## src/rtl/pipeline_pkg.sv

```systemverilog
// pipeline_pkg: shared types and constants for the ARM-style pipeline stages.
//   id_ex_ctrl_t        decode-to-execute control bundle
//   ID_EX_CTRL_BUBBLE   all-zero control word (no write enables, Cond=EQ)
package pipeline_pkg;

    localparam int ALU_CTRL_W = 4;
    localparam int COND_W     = 4;
    localparam int REG_ADDR_W = 4;
    localparam int FLAGS_W    = 4;

    typedef struct packed {
        logic                  PCSrc;
        logic                  RegWrite;
        logic                  MemtoReg;
        logic                  MemWrite;
        logic                  Branch;
        logic                  ALUSrc;
        logic [ALU_CTRL_W-1:0] ALUControl;
        logic [1:0]            FlagWrite;
        logic [COND_W-1:0]     Cond;
    } id_ex_ctrl_t;

    localparam int CTRL_W = $bits(id_ex_ctrl_t);

    // A bubble carries no write enables, so a Cond of EQ has no effect
    localparam id_ex_ctrl_t ID_EX_CTRL_BUBBLE = '0;

endpackage

```

## src/rtl/pipe_reg_clr.sv

```systemverilog
// pipe_reg_clr: generic W-bit pipeline register.
//   clk, rst (async, active-high), clr (sync clear, wins over en),
//   en (load enable, hold when 0), d (next value), q (registered value)
module pipe_reg_clr #(
    parameter int W = 8
) (
    input  logic         clk,
    input  logic         rst,
    input  logic         clr,
    input  logic         en,
    input  logic [W-1:0] d,
    output logic [W-1:0] q
);

    logic [W-1:0] r_q;

    // State register: reset, then clear, then load, otherwise hold
    always_ff @(posedge clk or posedge rst) begin
        if (rst) begin
            r_q <= {W{1'b0}};
        end else if (clr) begin
            r_q <= {W{1'b0}};
        end else if (en) begin
            r_q <= d;
        end else begin
            r_q <= r_q;
        end
    end

    assign q = r_q;

endmodule

```

## src/rtl/decode_execute_register.sv

```systemverilog
// decode_execute_register: ID/EX pipeline register with stall, flush and a
// per-entry valid bit.
//   clk, rst (async, active-high)
//   StallE  hold every E-stage output
//   FlushE  replace the entry with a bubble (wins over StallE)
//   CtrlD/FlagsD/RD1D/RD2D/ExtImmD/WA3D/RA1D/RA2D  decode-side inputs
//   CtrlE/FlagsE/RD1E/RD2E/ExtImmE/WA3E/RA1E/RA2E  registered E-side outputs
//   ValidE  entry holds a real instruction
//   StallCntE/FlushCntE  saturating performance counters
// Build option: define ID_EX_PERF_COUNTERS_EN to build the counters;
// otherwise both counter ports are tied to zero.
module decode_execute_register
    import pipeline_pkg::*;
#(
    parameter int N     = 32,
    parameter int CNT_W = 16
) (
    input  logic                  clk,
    input  logic                  rst,
    input  logic                  StallE,
    input  logic                  FlushE,
    input  id_ex_ctrl_t           CtrlD,
    input  logic [FLAGS_W-1:0]    FlagsD,
    input  logic [N-1:0]          RD1D,
    input  logic [N-1:0]          RD2D,
    input  logic [N-1:0]          ExtImmD,
    input  logic [REG_ADDR_W-1:0] WA3D,
    input  logic [REG_ADDR_W-1:0] RA1D,
    input  logic [REG_ADDR_W-1:0] RA2D,
    output id_ex_ctrl_t           CtrlE,
    output logic [FLAGS_W-1:0]    FlagsE,
    output logic [N-1:0]          RD1E,
    output logic [N-1:0]          RD2E,
    output logic [N-1:0]          ExtImmE,
    output logic [REG_ADDR_W-1:0] WA3E,
    output logic [REG_ADDR_W-1:0] RA1E,
    output logic [REG_ADDR_W-1:0] RA2E,
    output logic                  ValidE,
    output logic [CNT_W-1:0]      StallCntE,
    output logic [CNT_W-1:0]      FlushCntE
);

    localparam int ADDR3_W = 3 * REG_ADDR_W;

    logic               w_en;
    logic [CTRL_W-1:0]  w_ctrl_q;
    logic [ADDR3_W-1:0] w_addr_q;

    assign w_en = ~StallE;

    pipe_reg_clr #(.W(CTRL_W)) u_ctrl (
        .clk(clk), .rst(rst), .clr(FlushE), .en(w_en),
        .d(CtrlD), .q(w_ctrl_q)
    );
    assign CtrlE = id_ex_ctrl_t'(w_ctrl_q);

    pipe_reg_clr #(.W(FLAGS_W)) u_flags (
        .clk(clk), .rst(rst), .clr(FlushE), .en(w_en),
        .d(FlagsD), .q(FlagsE)
    );

    pipe_reg_clr #(.W(N)) u_rd1 (
        .clk(clk), .rst(rst), .clr(FlushE), .en(w_en),
        .d(RD1D), .q(RD1E)
    );

    pipe_reg_clr #(.W(N)) u_rd2 (
        .clk(clk), .rst(rst), .clr(FlushE), .en(w_en),
        .d(RD2D), .q(RD2E)
    );

    pipe_reg_clr #(.W(N)) u_imm (
        .clk(clk), .rst(rst), .clr(FlushE), .en(w_en),
        .d(ExtImmD), .q(ExtImmE)
    );

    // The three register addresses travel together for the forwarding unit
    pipe_reg_clr #(.W(ADDR3_W)) u_addr (
        .clk(clk), .rst(rst), .clr(FlushE), .en(w_en),
        .d({WA3D, RA1D, RA2D}), .q(w_addr_q)
    );
    assign {WA3E, RA1E, RA2E} = w_addr_q;

    // Valid loads a constant 1, so a flush leaves 0 and a stall holds
    pipe_reg_clr #(.W(1)) u_valid (
        .clk(clk), .rst(rst), .clr(FlushE), .en(w_en),
        .d(1'b1), .q(ValidE)
    );

`ifdef ID_EX_PERF_COUNTERS_EN
    logic [CNT_W-1:0] r_stall_cnt;
    logic [CNT_W-1:0] r_flush_cnt;

    function automatic logic [CNT_W-1:0] sat_inc(input logic [CNT_W-1:0] v);
        if (v == {CNT_W{1'b1}}) begin
            return v;
        end else begin
            return v + {{(CNT_W-1){1'b0}}, 1'b1};
        end
    endfunction

    // Event counters: a flush counts as a flush only, even when stalled too
    always_ff @(posedge clk or posedge rst) begin
        if (rst) begin
            r_stall_cnt <= {CNT_W{1'b0}};
            r_flush_cnt <= {CNT_W{1'b0}};
        end else if (FlushE) begin
            r_flush_cnt <= sat_inc(r_flush_cnt);
        end else if (StallE) begin
            r_stall_cnt <= sat_inc(r_stall_cnt);
        end else begin
            r_stall_cnt <= r_stall_cnt;
        end
    end

    assign StallCntE = r_stall_cnt;
    assign FlushCntE = r_flush_cnt;
`else
    assign StallCntE = {CNT_W{1'b0}};
    assign FlushCntE = {CNT_W{1'b0}};
`endif

endmodule
```

## config.mk

```make
export PLATFORM = sky130hd
export DESIGN_NAME = decode_execute_register
export DESIGN_NICKNAME = d
export VERILOG_FILES = /design/src/rtl/pipeline_pkg.sv /design/src/rtl/pipe_reg_clr.sv /design/src/rtl/decode_execute_register.sv
export SDC_FILE = /design/constraint.sdc
export NUM_CORES = 1
export LEC_CHECK = 0
export CAP_MARGIN = 20
export CORE_UTILIZATION = 36
export DETAILED_ROUTE_END_ITERATION = 10
export PLACE_DENSITY = 0.77
export SLEW_MARGIN = 20
export SYNTH_ARGS = -nofsm -noshare
export SYNTH_HDL_FRONTEND = slang
export SYNTH_SLANG_ARGS = --single-unit
```

## constraint.sdc

```tcl
create_clock -name clk -period 4.1 [get_ports clk]
set_input_delay 0.615 -clock clk [delete_from_list [all_inputs] [get_ports clk]]
set_output_delay 0.615 -clock clk [all_outputs]
set_load 0.02 [all_outputs]
```

==> metrics.cfg <==
[critical_path]
critPathTopFamily = buffers and inverters
ff2ff_setup_slack_ps = 3320
critPathCaptureType = output pin
startpoint_type = flip-flop
slowest_stage = clkdlybuf4s50_1
worstPathRequired_ps = 3480
critPathMaxStageDelay_ps = 650
path_max_fanout = 2
critPathKind = flip-flop to output pin
cp_num_buf_inv = 1
reg2reg_from = u_imm.q[0]
rr_endpoint = u_imm.q[0]
crit_arrival_ps = 1410
crit_chain = clkdlybuf4s50_1
reg2regPathDepth = 2

[clocking]
cts.reportedPaths.clkPinSlew_ps = 50
cts_tree = yes
hold_buffers = 0
numCtsBuffers = 17
cts_buffer_depth = 2
cts_resized = 0
post_cts_buffers = 0
htreeDepth = 4
numClockSinks = 129
root_buffer = clkbuf_16
clk_latency_ps = 410

[detailed_routing]
first_iter_violations = 167
wire_per_inst_um = 15.1
drc = 0
vias = 4038
detail-route-antenna-nets = 0
routed_wl_mm = 13.6
firstDrtPassIters = 4
avgViaCountPerCell = 4.48

[synth]
avgSynthCellArea_um2 = 12.4
yosysWarnings = 0
synth_top_cell_area_share_pct = 58.0
synth-seq-area-share_pct = 58.0
netlist_area_um2 = 5560
synth_cells = 450
yosys.area.top_type = dfrtp_1
synthDistinctLibCells = 12
netlist_top_cells_area = dfrtp_1, mux2i_1, nor2_1
synth_seq_cells = 129

[timing]
setup_viol = 0
period_share_pct = 49.3
max_slew_margin_pct = 28.2
rsz0062_at_grt = no
finalHoldViolCount = 0
finalMaxSlewViolations = 0
max_freq_mhz = 494
tns_ps = 0
clock_skew_ps = 0
tightestPinTransition_ps = 1080
fin_crit_ps = 2020

[floorplanning]
io_pins = 293
initial_core_util_pct = 36.7
rows = 45
die_h_um = 126
coreArea_um2 = 15100
die_area_um2 = 16000
die_w_um = 126

[cells_and_area]
n_fill_cell = 1276
num_antenna_cells = 0
drive_gt1_share_pct = 4.63
stdcell_area_um2 = 8580
area_growth_pct = 54.2
finalNetCount = 835
final_common_cell = clkdlybuf4s50_1
layout_common_cells = clkdlybuf4s50_1, dfrtp_1, mux2i_1, nor2_1, conb_1

[global_routing]
antenna_found_initial = 0
grt_usage_pct = 17.6
grt_max_degree = 107
grt_pass1_wl_mm = 21.6
grt_pass1_vias = 4185
overflow = 0

[pwr]
p_leak_uw = 0.00410
power_frac_seq_pct = 40.7
peakVddDrop_mv = 0.269
switchingPower_uw = 835
clockPowerShare_pct = 41.9
p_int_uw = 2580
power_density_nw_per_um2 = 398
swShare_pct = 24.4
combinationalPowerShare_pct = 17.4

[placement]
place_congestion = 0.768
dpl_cell_area_um2 = 8020
port_buffers = 260
dp_hpwl_mm = 9.64

[min_path]
worstHoldStart = u_valid.q
worstHoldEndpoint = u_valid.q
min_path_cells = 2
hp-class = flip-flop to flip-flop

[outcome]
status = complete, no violations

[job]
maxCapViolations = 0

==> power groups by stage <==
| stage | clock [uW] | sequential (uW) | combinational [uW] |
|---|---|---|---|
| 4_1_cts | 1470 | 1390 | 602 |
| 2_1_floorplan | 0 | 1490 | 242 |
| 3_5_place_dp | 0 | 1410 | 601 |
| 6_report | 1430 | 1390 | 594 |
| 5_1_grt | 1530 | 1400 | 636 |
| 3_3_place_gp | 0 | 1410 | 588 |
==> sequential cells by signal, summed over array words and instances (netlist names) <==
name       count
u_imm.q       32
u_ctrl.q      16
u_flags.q      4
u_rd2.q       32
u_addr.q      12
u_valid.q      1
u_rd1.q       32
==> layout make-up <==
cell class / instances / area (um^2) / area share, %
clock buffers: 23 / 478 / 5.57
clock inverters: 6 / 82.6 / 0.963
inverters: 2 / 10.0 / 0.117
multi-input cells: 289 / 1890 / 22.0
flip-flops and latches: 129 / 3230 / 37.6
well taps: 188 / 235 / 2.74
repair buffers: 264 / 2660 / 31.0
==> synthesized netlist by cell type <==
cell type / number
mux2i_1: 128
buf_12: 11
buf_6: 1
buf_2: 2
clkbuf_1: 12
conb_1: 1
nor2_1: 128
inv_1: 2
a21oi_1: 1
dfrtp_1: 129
buf_4: 34
buf_8: 1
==> per-stage QoR <==
stage | utilization [%] | worst slack [ps] | instances | hold WS (ps) | total power (uW)
2_1_floorplan | - | 44.0 | 481 | 606 | 1740
3_3_place_gp | 52.9 | 2100 | 872 | 502 | 2000
3_5_place_dp | 52.9 | 2010 | 872 | 515 | 2010
4_1_cts | 56.6 | 2040 | 901 | 524 | 3460
5_1_grt | 56.6 | 2030 | 901 | 545 | 3560
6_report | 56.6 | 2080 | 901 | 518 | 3420
==> layer usage <==
| metal | GRT usage [%] | share of wire [%] |
|---|---|---|
| met1 | 19.8 | 40 |
| met2 | 30.6 | 52 |
| met3 | 5.99 | 6.6 |
| met4 | 7.23 | 1.6 |
| met5 | 0 | 0 |
==> logic make-up (layout without fill, tap and decap cells) <==
group                  count (synthesis)  after routing  synth area share, %
AND/OR/NAND/NOR                      128            128                 8.64
flip-flops                           129            129                 58.0
buffers and inverters                 63            295                 10.1
AO/OA/AOI/OAI                          1              1               0.0899
other                                  1             32               0.0674
multiplexers                         128            128                 23.0
==> worst max-delay path by stage <==
stage,from,end,slack [ps],cells after the start
2_1_floorplan,rst,u_addr.q[0],40,1
3_3_place_gp,FlushE,u_rd2.q[25],2100,3
3_5_place_dp,FlushE,u_rd1.q[2],2010,3
4_1_cts,u_imm.q[4],ExtImmE[4],2040,1
5_1_grt,u_imm.q[4],ExtImmE[4],2030,1
6_report,u_imm.q[4],ExtImmE[4],2080,1
No activity file was read; power rests on OpenSTA's default activity.
